[config.mk]
export PLATFORM = sky130hd
export DESIGN_NAME = acc_cpu_core
export DESIGN_NICKNAME = d
export VERILOG_FILES = /design/src/rtl/acc_cpu_pkg.sv /design/src/rtl/acc_cpu_decode.sv /design/src/rtl/acc_cpu_core.sv
export SDC_FILE = /design/constraint.sdc
export NUM_CORES = 1
export LEC_CHECK = 0
export CELL_PAD_IN_SITES_DETAIL_PLACEMENT = 1
export CELL_PAD_IN_SITES_GLOBAL_PLACEMENT = 2
export CORE_ASPECT_RATIO = 1.5
export CORE_MARGIN = 3
export CORE_UTILIZATION = 32
export DETAILED_ROUTE_END_ITERATION = 6
export PLACE_DENSITY = 0.9
export SLEW_MARGIN = 20
export SYNTH_ARGS = -nofsm -noshare
export SYNTH_HDL_FRONTEND = slang
export SYNTH_HIERARCHICAL = 1
export SYNTH_SLANG_ARGS = --single-unit
[constraint.sdc]
create_clock -name clk -period 6 [get_ports clk]
set_clock_uncertainty 0.15 [all_clocks]
set_input_delay 1.2 -clock clk [delete_from_list [all_inputs] [get_ports clk]]
set_output_delay 1.2 -clock clk [all_outputs]
set_load 0.02 [all_outputs]
[src/rtl/acc_cpu_pkg.sv]
// Shared definitions for the accumulator CPU: opcodes, SKIP condition codes, FSM states.
// Opcode 8 (SUB) is only decoded when ACC_CPU_SUB_EN is defined.
package acc_cpu_pkg;

  localparam logic [3:0] OP_ADD   = 4'h0;
  localparam logic [3:0] OP_HALT  = 4'h1;
  localparam logic [3:0] OP_LOAD  = 4'h2;
  localparam logic [3:0] OP_STORE = 4'h3;
  localparam logic [3:0] OP_CLEAR = 4'h4;
  localparam logic [3:0] OP_SKIP  = 4'h5;
  localparam logic [3:0] OP_JUMP  = 4'h6;
  localparam logic [3:0] OP_ADDI  = 4'h7;
  localparam logic [3:0] OP_SUB   = 4'h8;

  localparam logic [2:0] SKIP_NEG  = 3'b000;
  localparam logic [2:0] SKIP_ZERO = 3'b010;
  localparam logic [2:0] SKIP_POS  = 3'b100;

  typedef enum logic [2:0] {
    IDLE,
    FETCH,
    LATCH,
    DECODE,
    MEM,
    HALTED
  } state_e;

  typedef enum logic [1:0] {
    ALU_NONE,
    ALU_LOAD,
    ALU_ADD,
    ALU_SUB
  } alu_op_e;

endpackage

[src/rtl/acc_cpu_decode.sv]
// Combinational opcode decoder for the accumulator CPU.
// Build option ACC_CPU_SUB_EN: when defined, opcode 8 decodes as SUB; otherwise it is illegal.
module acc_cpu_decode
  import acc_cpu_pkg::*;
(
  input  logic [3:0] opcode,
  output logic       is_mem_read,
  output logic       is_store,
  output alu_op_e    alu_op,
  output logic       illegal
);

  always_comb begin
    is_mem_read = 1'b0;
    is_store    = 1'b0;
    alu_op      = ALU_NONE;
    illegal     = 1'b0;
    case (opcode)
      OP_ADD: begin
        is_mem_read = 1'b1;
        alu_op      = ALU_ADD;
      end
      OP_LOAD: begin
        is_mem_read = 1'b1;
        alu_op      = ALU_LOAD;
      end
      OP_STORE: is_store = 1'b1;
      OP_HALT, OP_CLEAR, OP_SKIP, OP_JUMP, OP_ADDI: ;
`ifdef ACC_CPU_SUB_EN
      OP_SUB: begin
        is_mem_read = 1'b1;
        alu_op      = ALU_SUB;
      end
`endif
      default: illegal = 1'b1;
    endcase
  end

endmodule

[src/rtl/acc_cpu_core.sv]
// Multicycle accumulator CPU: FETCH/LATCH/DECODE/MEM FSM against a single-port synchronous RAM.
// Build option ACC_CPU_SUB_EN enables the SUB opcode (see acc_cpu_decode).
module acc_cpu_core
  import acc_cpu_pkg::*;
#(
  parameter int          DATA_WIDTH = 32,
  parameter int          ADDR_WIDTH = 28,
  parameter int          IMM_WIDTH  = 8,
  parameter int unsigned RESET_PC   = 'h100
) (
  input  logic                  clk,
  input  logic                  rst_n,
  input  logic                  start,
  output logic [ADDR_WIDTH-1:0] mem_addr,
  output logic [DATA_WIDTH-1:0] mem_wdata,
  input  logic [DATA_WIDTH-1:0] mem_rdata,
  output logic                  mem_cs,
  output logic                  mem_we,
  output logic                  mem_oe,
  output logic                  retire,
  output logic                  halted,
  output logic                  illegal,
  output logic [ADDR_WIDTH-1:0] pc,
  output logic [DATA_WIDTH-1:0] acc
);

  localparam logic [ADDR_WIDTH-1:0] RESET_PC_A = ADDR_WIDTH'(RESET_PC);

  state_e                       state;
  logic [DATA_WIDTH-1:0]        ir;
  logic signed [DATA_WIDTH-1:0] acc_q;
  logic                         illegal_q;

  logic [3:0]            opcode;
  logic [ADDR_WIDTH-1:0] operand;
  logic                  dec_mem_read;
  logic                  dec_store;
  alu_op_e               dec_alu_op;
  logic                  dec_illegal;
  logic                  unused_ir;

  function automatic logic signed [DATA_WIDTH-1:0] sext_imm(input logic [IMM_WIDTH-1:0] imm);
    return {{(DATA_WIDTH-IMM_WIDTH){imm[IMM_WIDTH-1]}}, imm};
  endfunction

  function automatic logic skip_taken(input logic [2:0] cond,
                                      input logic signed [DATA_WIDTH-1:0] a);
    case (cond)
      SKIP_ZERO: return (a == '0);
      SKIP_NEG:  return a[DATA_WIDTH-1];
      SKIP_POS:  return !a[DATA_WIDTH-1] && (a != '0);
      default:   return 1'b0;
    endcase
  endfunction

  assign opcode    = ir[DATA_WIDTH-1 -: 4];
  assign operand   = ir[ADDR_WIDTH-1:0];
  assign unused_ir = ^ir;

  acc_cpu_decode u_decode (
    .opcode      (opcode),
    .is_mem_read (dec_mem_read),
    .is_store    (dec_store),
    .alu_op      (dec_alu_op),
    .illegal     (dec_illegal)
  );

  assign acc     = acc_q;
  assign halted  = (state == HALTED);
  assign illegal = illegal_q;

  // Memory controls and retire are a pure function of the registered state and IR
  always_comb begin
    mem_addr  = '0;
    mem_wdata = '0;
    mem_cs    = 1'b0;
    mem_we    = 1'b0;
    mem_oe    = 1'b0;
    retire    = 1'b0;
    case (state)
      FETCH: begin
        mem_addr = pc;
        mem_cs   = 1'b1;
        mem_oe   = 1'b1;
      end
      DECODE: begin
        if (dec_mem_read) begin
          mem_addr = operand;
          mem_cs   = 1'b1;
          mem_oe   = 1'b1;
        end else if (dec_store) begin
          mem_addr  = operand;
          mem_wdata = acc_q;
          mem_cs    = 1'b1;
          mem_we    = 1'b1;
        end
        retire = !dec_mem_read && !dec_illegal;
      end
      MEM:     retire = 1'b1;
      default: ;
    endcase
  end

  always_ff @(posedge clk or negedge rst_n) begin
    if (!rst_n) begin
      state     <= IDLE;
      pc        <= RESET_PC_A;
      acc_q     <= '0;
      ir        <= '0;
      illegal_q <= 1'b0;
    end else begin
      case (state)
        IDLE, HALTED: begin
          if (start) begin
            pc        <= RESET_PC_A;
            acc_q     <= '0;
            illegal_q <= 1'b0;
            state     <= FETCH;
          end
        end
        FETCH: state <= LATCH;
        LATCH: begin
          ir    <= mem_rdata;
          pc    <= pc + 1'b1;
          state <= DECODE;
        end
        DECODE: begin
          if (dec_illegal) begin
            illegal_q <= 1'b1;
            state     <= HALTED;
          end else if (dec_mem_read) begin
            state <= MEM;
          end else begin
            state <= FETCH;
            case (opcode)
              OP_HALT:  state <= HALTED;
              OP_CLEAR: acc_q <= '0;
              OP_SKIP:  if (skip_taken(ir[2:0], acc_q)) pc <= pc + 1'b1;
              OP_JUMP:  pc <= operand;
              OP_ADDI:  acc_q <= acc_q + sext_imm(ir[IMM_WIDTH-1:0]);
              default:  ;
            endcase
          end
        end
        MEM: begin
          case (dec_alu_op)
            ALU_LOAD: acc_q <= mem_rdata;
            ALU_ADD:  acc_q <= acc_q + mem_rdata;
            ALU_SUB:  acc_q <= acc_q - mem_rdata;
            default:  ;
          endcase
          state <= FETCH;
        end
        default: state <= IDLE;
      endcase
    end
  end

endmodule

After elaboration in Yosys (flattened, before gate mapping)
Cells that the tools add are included.

Register bits: 96. Input port bits: 35. Output and inout bits: 126. Word-level logic and storage cells: 94.

$add $sub $neg: 4. Eq/ne operators: 25. Mux-type cells: 42. Reductions and logical operators: 18.

Operators with widths (count): $mux 32 (6); $pmux 32 s3 (2); $mux 28 (6); $pmux 28 s2 (2); $pmux 28 s3 (1); $pmux 32 s2 (1); $add 32x32->32 (1); $add 32x8->32 (1); $logic_not 32->1 (1); $reduce_bool 32->1 (1); $sub 32x32->32 (1); $add 28x1->28 const B (1); $eq 4x3->1 const B (4); $pmux 3 s5 (1); $mux 1 (13); $mux 3 (4); $reduce_and 6->1 (2); $eq 3x2->1 const B (3); $eq 3x3->1 const B (3); $eq 4x2->1 const B (2); $ne 2x2->1 const B (4); $pmux 1 s2 (4); $reduce_or 8->1 (1); $logic_not 3->1 (2); 16 further kinds (22).

Logic depth before layout (Yosys ltp)
Gate-level depths: netlist of run 1.

Depth after elaboration: 12. Gate-level depth with buffers: 20. Gate-level depth less buffers: 19.

By module
Netlist of run 1, hierarchy kept.

By module, submodules not included: acc_cpu_core (instances 1, cells an instance 1191, area each 9550.4 um^2); acc_cpu_decode (instances 1, cells an instance 5, area each 42.5 um^2).

Worst setup path after synthesis of run 1
No wires, ideal clock.

Path kind: input port to flip-flop. Start point: in mem_rdata[7]. End point: reg acc_q[31], in the netlist acc[31]. Arrival time: 4.387 ns. Data required time: 5.746 ns. Slack: 1.359 ns. Stages: 19. Cell sequence: clkbuf_1 nor4_1 and2b_1 nand2_1 nor4_1 nand2_1 nand2_1 xor2_1 ha_1 buf_2 and3_1 nand2_1 or3b_2 o211ai_1 a31oi_1 o211ai_1 a2111oi_0 o21bai_1 o311ai_1.

Word-level cells in the longest chain between the ends: 3. Elaborated cells on any way between the ends: 4.

RTL lines: start: declaration (line acc_cpu_core.sv:16) `input logic [DATA_WIDTH-1:0] mem_rdata,`; $sub 32x32->32 / $add 32x32->32 (equally long branches) (line acc_cpu_core.sv:149, acc_cpu_core.sv:148); $pmux 32 s3 (*) (line acc_cpu_core.sv:146) `case (dec_alu_op)`; $pmux 32 s3 (*) (line acc_cpu_core.sv:112) `case (state)`; end signal: assignment (line acc_cpu_core.sv:147) `ALU_LOAD: acc_q <= mem_rdata;`; end signal: assignment (line acc_cpu_core.sv:148) `ALU_ADD: acc_q <= acc_q + mem_rdata;`; end signal: assignment (line acc_cpu_core.sv:149) `ALU_SUB: acc_q <= acc_q - mem_rdata;`; end: declaration (line acc_cpu_core.sv:31) `logic signed [DATA_WIDTH-1:0] acc_q;`.

Mark *: on every way between the ends. The rest lies on a longest branch, timed or not. A chain may end at the register's enable or synchronous reset.

Worst setup path after layout of run 1
Start point: in mem_rdata[3]. End point: reg acc_q[31], in the netlist acc[31].

The elaborated chain is that of the path after synthesis.

==> results of run 1 <==
-- cell families after synthesis --
family / Yosys count / share of synthesized area
compound gates: 411 / 0.2866
xor+xnor: 82 / 0.07487
fa+ha+maj: 66 / 0.08765
buf+inv: 89 / 0.03561
flops: 96 / 0.2506
mux: 41 / 0.04735
simple gates: 411 / 0.2174
-- synth_stat cells, types with 36 or more instances --
| cell | count | area [um2] |
|---|---|---|
| ha_1 | 64 | 800.8 |
| clkbuf_1 | 52 | 195.2 |
| nand2_1 | 87 | 326.6 |
| nand3_1 | 36 | 180.2 |
| xor2_1 | 37 | 324.1 |
| dfrtp_1 | 95 | 2377 |
| o21ai_0 | 80 | 400.4 |
| and2_1 | 37 | 231.5 |
| xnor2_1 | 45 | 394.1 |
| nor2_1 | 103 | 386.6 |
| a21o_1 | 38 | 285.3 |
| a21oi_1 | 98 | 490.5 |
-- power by group through the flow --
stage          Clock, uW  Combinational (uW)  Sequential [uW]
3_5_place_dp           0                4340             1380
4_1_cts              613                4370             1370
6_report             600                4370             1370
5_1_grt              640                4810             1420
3_3_place_gp           0                4210             1370
2_1_floorplan          0                2940             1290
-- through the flow --
step	hold slack, ns	util
2_1_floorplan	0.3546	-
3_3_place_gp	0.3634	0.3953
3_5_place_dp	0.3818	0.3953
4_1_cts	0.4000	0.4050
5_1_grt	0.4210	0.4050
6_report	0.3988	0.4050
-- path summary, 6_finish.rpt --
check | end | slack [ns] | cells after the start | start
min reg2reg | ir[13] | 0.40 | 1 | ir[13]
max in group asynchronous | ir[22] | 3.84 | 2 | rst_n
max | acc[31] | 0.68 | 18 | mem_rdata[3]
max reg2reg | acc[21] | 1.02 | 15 | ir[31]
min | ir[13] | 0.40 | 1 | ir[13]
min in group asynchronous | illegal | 0.76 | 1 | rst_n
-- cell usage in the layout (no fill, tap or decap), types with 37 or more instances in the layout --
master	count
dfrtp_1	95
a21o_1	38
clkdlybuf4s50_1	159
nand2_1	87
ha_1	64
nor2_1	98
a21oi_1	98
and2_1	37
xnor2_1	45
xor2_1	37
o21ai_0	79
-- registers in the layout, summed over array words and instances (netlist names) --
signal / flops
acc: 32
illegal: 1
ir: 32
pc: 28
state: 3
-- layout make-up --
class,count,share of cell area
Clock inverter,6,0.004821
Sequential cell,96,0.2013
Tap cell,395,0.04140
Inverter,28,0.008803
Timing Repair Buffer,184,0.1490
Clock buffer,10,0.01918
Multi-Input combinational cell,1011,0.5755
-- per-layer routing --
layer  track usage  vias to the layer above  part of all wire
li1              -                     4753                 -
met3       0.02744                       58             0.040
met4       0.08458                        0             0.033
met2        0.4262                      273              0.51
met5             0                        -                 0
met1        0.2825                     5025              0.42
==> impl_metrics.py, run 1 <==
metrics = {
    "clock_tree": {
        "cts_post_setup_buffers_inserted": 0,
        "cts_resized": 0,
        "root_buffer": "clkbuf_16",
        "cts_tree": "yes",
        "cts_inserted_buffers": 9,
        "clk_latency_ns": 0.38,
        "numClockSinks": 96,
        "cts_hold_buf": 0,
        "htreeDepth": 3,
        "cts.clk_slew.worst_paths_ns": 0.08,
        "clock_path_buffers": 2,
    },
    "floorplanning": {
        "fp.dieArea_um2": 32130,
        "die_y_um": 218.1,
        "dieWidth_um": 147.4,
        "io-pin-count": 161,
        "core-area_um2": 29480,
        "initial_core_util": 0.3254,
        "fp-row-count": 77,
    },
    "critical_path": {
        "critPathRequiredTime_ns": 6.09,
        "crit_path_start_kind": "input pin",
        "worstSetupPathType": "input pin to flip-flop",
        "path_cells": "clkdlybuf4s50_1, nor3_1, nand3b_1, nor2_1, nand2_1, nor4_1, nand2_1, or2_1, o21ai_0, xor2_1, ha_1, a21o_1, a21o_1, a21oi_1, o211ai_1, a2111oi_0, o21bai_1, o311ai_1",
        "path_buf_inv": 1,
        "cp-end-kind": "flip-flop",
        "crit_fanout": 6,
        "arrival_ns": 5.42,
        "cpMaxStageDelayCell": "clkdlybuf4s50_1",
        "crit_family": "simple AND/OR/NAND/NOR gates",
        "critPathMaxStageDelay_ns": 0.50,
    },
    "timing": {
        "worst_slack_ns": 0.6760,
        "hold_violations": 0,
        "fin_crit_ns": 5.324,
        "tightestPinTransition_ns": 1.050,
        "setup_viol": 0,
        "drv_slew": 0,
        "period_share": 0.8873,
        "rsz0062_at_grt": "false",
        "fmax_mhz": 187.8,
        "relSlewSlack": 0.2972,
        "finalSetupTns_ns": 0,
    },
    "power_and_ir_drop": {
        "swShare": 0.5323,
        "net-switching-power_uw": 3376,
        "vdd_ir_drop_max_uv": 213.8,
        "p_leak_uw": 0.004908,
        "cellPowerDensity_nw_per_um2": 531.2,
        "power_frac_seq": 0.216,
        "combPwrFrac": 0.689,
        "intPower_uw": 2967,
        "clkPwrFrac": 0.095,
        "p_total_uw": 6343,
    },
    "yosys": {
        "synthArstFlopShare": 1.000,
        "synth_seq_cells": 96,
        "synth_edf_count": 0,
        "syn_area_per_cell_um2": 8.021,
        "ys_types": 79,
        "synth_nets": 1297,
        "syn_area_um2": 9593,
        "synth_top_flop_cell": "dfrtp_1",
        "ys_seq_area_frac": 0.2506,
        "synthesis.instances": 1196,
        "synth_warnings": 6,
    },
    "placed_design": {
        "dp.final_hpwl_um": 29440,
        "port_buffers": 160,
        "dp.cells": 1714,
        "place_area_um2": 11650,
        "dp_slack_ns": 0.2418,
        "gp_congestion": 0.9310,
    },
    "run": {
        "drv_cap": 0,
    },
    "global_routing": {
        "antenna_found_initial": 0,
        "grt_max_degree": 57,
        "grt_use_total": 0.2340,
        "grt_pass1_wl_um": 60260,
        "grt_pass1_vias": 10680,
        "overflow": 0,
    },
    "drt": {
        "drt_iter0_markers": 473,
        "wirelength_um": 37940,
        "vias_per_cell": 5.843,
        "ant_nets": 0,
        "drt_pre_antenna_iters": 5,
        "drc_errors": 0,
        "routedWlPerCell_um": 21.93,
        "num_vias": 10110,
    },
    "final_layout": {
        "drive_above_1_share": 0.07266,
        "fill_cells": 3589,
        "final-seq-area_um2": 2404,
        "areaGrowthSynthToFinish_pct": 24.46,
        "layout.cells.non_filler": 1730,
        "nNetsFinal": 1431,
        "num_antenna_cells": 0,
        "fin_area_um2": 11940,
        "multi_input_area_um2": 6870,
    },
    "run_status": {
        "status": "finished, final reports clean",
    },
    "worst_hold_path": {
        "hp-class": "flip-flop to flip-flop",
    },
}
(Power assumes the default switching activity.)
==> inputs of run 2 (changes only) <==
--- a/config.mk
+++ b/config.mk
@@ -12,6 +12,7 @@
 export CORE_UTILIZATION = 32
 export DETAILED_ROUTE_END_ITERATION = 6
 export PLACE_DENSITY = 0.9
+export REMOVE_ABC_BUFFERS = 1
 export SLEW_MARGIN = 20
 export SYNTH_ARGS = -nofsm -noshare
 export SYNTH_HDL_FRONTEND = slang
==> impl_metrics.py, run 2 (synthesis gave the netlist of run 1 again) <==
metrics = {
    "floorplanning": {
        "dieWidth_um": 147.4,
        "initial_core_util": 0.3254,
        "core-area_um2": 29480,
        "fp.dieArea_um2": 32130,
        "die_y_um": 218.1,
        "io-pin-count": 161,
        "fp-row-count": 77,
    },
    "timing": {
        "setup_viol": 0,
        "period_share": 0.8986,
        "rsz0062_at_grt": "false",
        "fmax_mhz": 185.5,
        "relSlewSlack": 0.3028,
        "hold_ws_ns": 0.3984,
        "drv_slew": 0,
        "hold_violations": 0,
        "tightestPinTransition_ns": 1.044,
        "fin_crit_ns": 5.392,
        "finalSetupTns_ns": 0,
    },
    "clock_tree": {
        "cts_tree": "yes",
        "cts_hold_buf": 0,
        "cts_resized": 0,
        "cts_inserted_buffers": 9,
        "clock_path_buffers": 2,
        "htreeDepth": 3,
        "cts_post_setup_buffers_inserted": 0,
        "root_buffer": "clkbuf_16",
        "cts.clk_slew.worst_paths_ns": 0.07,
        "clk_latency_ns": 0.36,
        "numClockSinks": 96,
    },
    "critical_path": {
        "critPathRequiredTime_ns": 6.08,
        "ff2ff_setup_slack_ns": 1.17,
        "cp-end-kind": "flip-flop",
        "worstSetupPathType": "input pin to flip-flop",
        "crit_path_start_kind": "input pin",
        "arrival_ns": 5.47,
        "crit_fanout": 6,
    },
    "placed_design": {
        "port_buffers": 160,
        "dp.cells": 1726,
        "dp.final_hpwl_um": 30330,
        "gp_congestion": 0.9595,
        "place_area_um2": 11740,
    },
    "drt": {
        "wirelength_um": 38970,
        "drt_pre_antenna_iters": 4,
        "drc_errors": 0,
        "routedWlPerCell_um": 22.37,
        "vias_per_cell": 5.851,
        "drt_iter0_markers": 531,
        "num_vias": 10190,
        "ant_nets": 0,
    },
    "final_layout": {
        "layout.cells.non_filler": 1742,
        "final_cell_mix": "clkdlybuf4s50_1 (159), nor2_1 (98), a21oi_1 (98)",
        "finish.utilization": 0.4092,
        "fin_area_um2": 12060,
        "areaGrowthSynthToFinish_pct": 25.75,
        "final_common_cell": "clkdlybuf4s50_1",
        "num_antenna_cells": 0,
        "fill_cells": 3571,
        "drive_above_1_share": 0.08092,
        "nNetsFinal": 1443,
    },
    "global_routing": {
        "grt_pass1_wl_um": 60560,
        "overflow": 0,
        "grt_use_total": 0.2379,
        "antenna_found_initial": 0,
        "grt_max_degree": 53,
        "grt_pass1_vias": 10680,
    },
    "worst_hold_path": {
        "hp-class": "flip-flop to flip-flop",
    },
    "power_and_ir_drop": {
        "p_leak_uw": 0.004983,
        "vdd_ir_drop_max_uv": 269.5,
        "cellPowerDensity_nw_per_um2": 533.9,
    },
    "run_status": {
        "status": "finished, final reports clean",
    },
    "run": {
        "drv_cap": 0,
    },
}
-- run 2: cell count changes in the layout (fill, tap and decap cells not counted) --
cell | previous run | this run
buf_4 | 25 | 37
bufinv_16 | 0 | 2
clkinv_2 | 0 | 1
inv_6 | 2 | 1
inv_8 | 2 | 0
-- run 2: layout make-up --
cell class              instances  area [um2]  area share
clock inverters                 6       91.34    0.007572
flip-flops and latches         96        2404      0.1993
multi-input cells            1011        6870      0.5695
clock buffers                  10       229.0     0.01898
repair buffers                196        1869      0.1550
well taps                     395       494.2     0.04097
inverters                      28       105.1    0.008713
-- run 2: worst paths after layout --
check                              from  endpoint  cells past startpoint
min in group asynchronous         rst_n   illegal                      1
max                        mem_rdata[3]   acc[31]                     18
max reg2reg                      ir[31]   acc[31]                     16
min                             illegal   illegal                      2
min reg2reg                     illegal   illegal                      2
max in group asynchronous         rst_n    acc[5]                      2
-- run 2: critical path, stage by stage --
cell and delay, ns:
clkdlybuf4s50_1 0.51, nor3_1 0.36, nand3b_1 0.18, nor2_1 0.24, nand2_1 0.16, nor4_1 0.35
nand2_1 0.11, or2_1 0.27, o21ai_0 0.21, xor2_1 0.22, ha_1 0.33, a21o_1 0.18
a21o_1 0.18, a21oi_1 0.17, o211ai_1 0.15, a2111oi_0 0.38, o21bai_1 0.17, o311ai_1 0.11
-- run 2: where the power goes --
group	total [uW]	internal [uW]	switching [uW]
Sequential	1370	890	478
Clock	661	369	292
Combinational	4410	1800	2610
Total	6440	3060	3380
-- run 2: layer usage --
metal / track usage / part of all wire / up-vias
met5: 0 / 0 / -
met4: 0.09235 / 0.036 / 0
met3: 0.02349 / 0.041 / 73
met2: 0.4371 / 0.51 / 304
met1: 0.2839 / 0.41 / 5043
li1: - / - / 4772
-- run 2: metrics by stage --
stage | worst slack [ns] | power, uW
2_1_floorplan | -0.2462 | 4169
3_3_place_gp | 0.3588 | 5647
3_5_place_dp | 0.2479 | 5746
4_1_cts | 0.6126 | 6431
5_1_grt | 0.3790 | 6950
6_report | 0.6083 | 6440
==> inputs of run 3 (changes only) <==
--- a/config.mk
+++ b/config.mk
@@ -10,8 +10,9 @@
 export CORE_ASPECT_RATIO = 1.5
 export CORE_MARGIN = 3
 export CORE_UTILIZATION = 32
+export CTS_CLUSTER_SIZE = 14
 export DETAILED_ROUTE_END_ITERATION = 6
-export PLACE_DENSITY = 0.9
+export PLACE_DENSITY = 0.81
 export REMOVE_ABC_BUFFERS = 1
 export SLEW_MARGIN = 20
 export SYNTH_ARGS = -nofsm -noshare
==> constraint.sdc (replaced) <==
create_clock -name clk -period 6.1 [get_ports clk]
set_clock_uncertainty 0.15 [all_clocks]
set_input_delay 1.22 -clock clk [delete_from_list [all_inputs] [get_ports clk]]
set_output_delay 1.22 -clock clk [all_outputs]
set_load 0.02 [all_outputs]
==> impl_metrics.py, run 3 (synthesis gave the netlist of run 1 again) <==
metrics = {
    "timing": {
        "setup_viol": 0,
        "fin_crit_ns": 5.351,
        "drv_slew": 0,
        "tightestPinTransition_ns": 1.029,
        "fmax_mhz": 186.9,
        "relSlewSlack": 0.3123,
        "hold_violations": 0,
        "rsz0062_at_grt": "false",
        "finalSetupTns_ns": 0,
        "period_share": 0.8773,
    },
    "power_and_ir_drop": {
        "p_total_uw": 6334,
        "p_leak_uw": 0.004942,
        "net-switching-power_uw": 3372,
        "vdd_ir_drop_max_uv": 244.1,
        "power_frac_seq": 0.214,
        "clkPwrFrac": 0.102,
        "swShare": 0.5324,
        "cellPowerDensity_nw_per_um2": 528.0,
        "combPwrFrac": 0.685,
        "intPower_uw": 2961,
    },
    "global_routing": {
        "antenna_found_initial": 0,
        "overflow": 0,
        "grt_pass1_wl_um": 62160,
        "grt_use_total": 0.2475,
        "grt_max_degree": 60,
        "grt_pass1_vias": 10870,
    },
    "clock_tree": {
        "numClockSinks": 96,
        "clk_latency_ns": 0.38,
        "htreeDepth": 3,
        "cts_inserted_buffers": 9,
        "cts_post_setup_buffers_inserted": 0,
        "cts.clk_slew.worst_paths_ns": 0.08,
        "cts_resized": 0,
        "root_buffer": "clkbuf_16",
        "cts_tree": "yes",
        "cts_hold_buf": 0,
        "clock_path_buffers": 2,
    },
    "critical_path": {
        "path_cells": "clkdlybuf4s50_1, nor3_1, nand3b_1, nor2_1, nand2_1, nor4_1, nand2_1, nand2_1, xor2_1, ha_1, and3_1, nand2_1, or3b_2, o211ai_1, a31oi_1, o211ai_1, a2111oi_0, o21bai_1, o311ai_1",
        "critPathMaxStageDelay_ns": 0.49,
        "critPathRequiredTime_ns": 6.24,
        "crit_fanout": 5,
        "r2r-start": "ir[31]",
        "crit_top_cell": "nand2_1",
        "startpoint": "mem_rdata[3]",
        "worstSetupPathType": "input pin to flip-flop",
        "ff2ff_setup_slack_ns": 1.15,
        "cp-end-kind": "flip-flop",
        "crit_path_start_kind": "input pin",
        "arrival_ns": 5.49,
        "cpMaxStageDelayCell": "clkdlybuf4s50_1",
    },
    "final_layout": {
        "final-seq-area_um2": 2404,
        "fin_area_um2": 12000,
        "layout.cells.non_filler": 1734,
        "multi_input_area_um2": 6870,
        "final_cell_mix": "clkdlybuf4s50_1 (159), nor2_1 (98), a21oi_1 (98)",
        "drive_above_1_share": 0.07618,
        "nNetsFinal": 1435,
        "final_common_cell": "clkdlybuf4s50_1",
        "num_antenna_cells": 0,
        "areaGrowthSynthToFinish_pct": 25.04,
        "fill_cells": 3591,
    },
    "floorplanning": {
        "initial_core_util": 0.3254,
        "die_y_um": 218.1,
        "dieWidth_um": 147.4,
        "io-pin-count": 161,
        "fp-row-count": 77,
        "fp.dieArea_um2": 32130,
        "core-area_um2": 29480,
    },
    "drt": {
        "vias_per_cell": 5.882,
        "routedWlPerCell_um": 23.19,
        "drc_errors": 0,
        "num_vias": 10200,
        "ant_nets": 0,
        "wirelength_um": 40200,
        "drt_pre_antenna_iters": 5,
        "drt_iter0_markers": 380,
    },
    "placed_design": {
        "port_buffers": 160,
        "dp.cells": 1718,
        "dp.final_hpwl_um": 31050,
        "gp_congestion": 0.8893,
        "place_area_um2": 11680,
    },
    "worst_hold_path": {
        "hp-class": "flip-flop to flip-flop",
        "hp-start": "ir[25]",
    },
    "run_status": {
        "status": "finished, final reports clean",
    },
    "run": {
        "drv_cap": 0,
    },
}
-- run 3: cell types whose count changed in the layout (fill, tap and decap cells not counted), sizes merged --
cell | before | now
inv | 29 | 32
clkinv | 3 | 2
clkbuf | 10 | 9
bufinv | 2 | 1
buf | 37 | 29
-- run 3: power groups by stage --
stage / Combinational [uW] / Clock (uW) / Sequential [uW]
6_report: 4340 / 643 / 1350
5_1_grt: 4780 / 676 / 1400
3_3_place_gp: 4250 / 0 / 1360
3_5_place_dp: 4310 / 0 / 1370
4_1_cts: 4330 / 657 / 1360
2_1_floorplan: 2810 / 0 / 1290
-- run 3: cell type report --
cell class,instances,share of cell area
multi-input cells,1011,0.5728
flip-flops and latches,96,0.2004
repair buffers,188,0.1508
clock buffers,9,0.01878
inverters,28,0.008762
well taps,395,0.04120
clock inverters,7,0.007302
-- run 3: routing by layer --
layer / routed length, um / share of wire / vias up / global-route usage
li1: - / - / 4759 / -
met1: 16400 / 0.41 / 5102 / 0.2853
met2: 20460 / 0.51 / 257 / 0.4508
met3: 1445 / 0.036 / 82 / 0.03451
met4: 1900 / 0.047 / 0 / 0.1138
met5: 0 / 0 / - / 0
-- run 3: worst paths after layout --
check,end,cells past startpoint
worst max-delay path,acc[31],19
worst max register to register,acc[31],16
min in group asynchronous,illegal,1
worst min register to register,ir[25],1
max in group asynchronous,acc[5],2
worst min-delay path,ir[25],1
-- run 3: critical path: cells and delay by family --
| kind | cells | cell delay [ns] |
|---|---|---|
| fa+ha+maj | 1 | 0.30 |
| compound gates | 6 | 1.14 |
| simple gates | 10 | 2.27 |
| buf+inv | 1 | 0.49 |
| xor+xnor | 1 | 0.07 |
-- run 3: per-stage QoR --
stage,hold WS [ns],util,setup WS (ns)
after floorplan,0.3547,-,-0.1462
after global placement,0.3719,0.3963,0.3605
after detailed placement,0.3868,0.3963,0.3242
after CTS,0.4048,0.4069,0.7097
after global routing,0.4100,0.4069,0.2478
final,0.3979,0.4069,0.7487
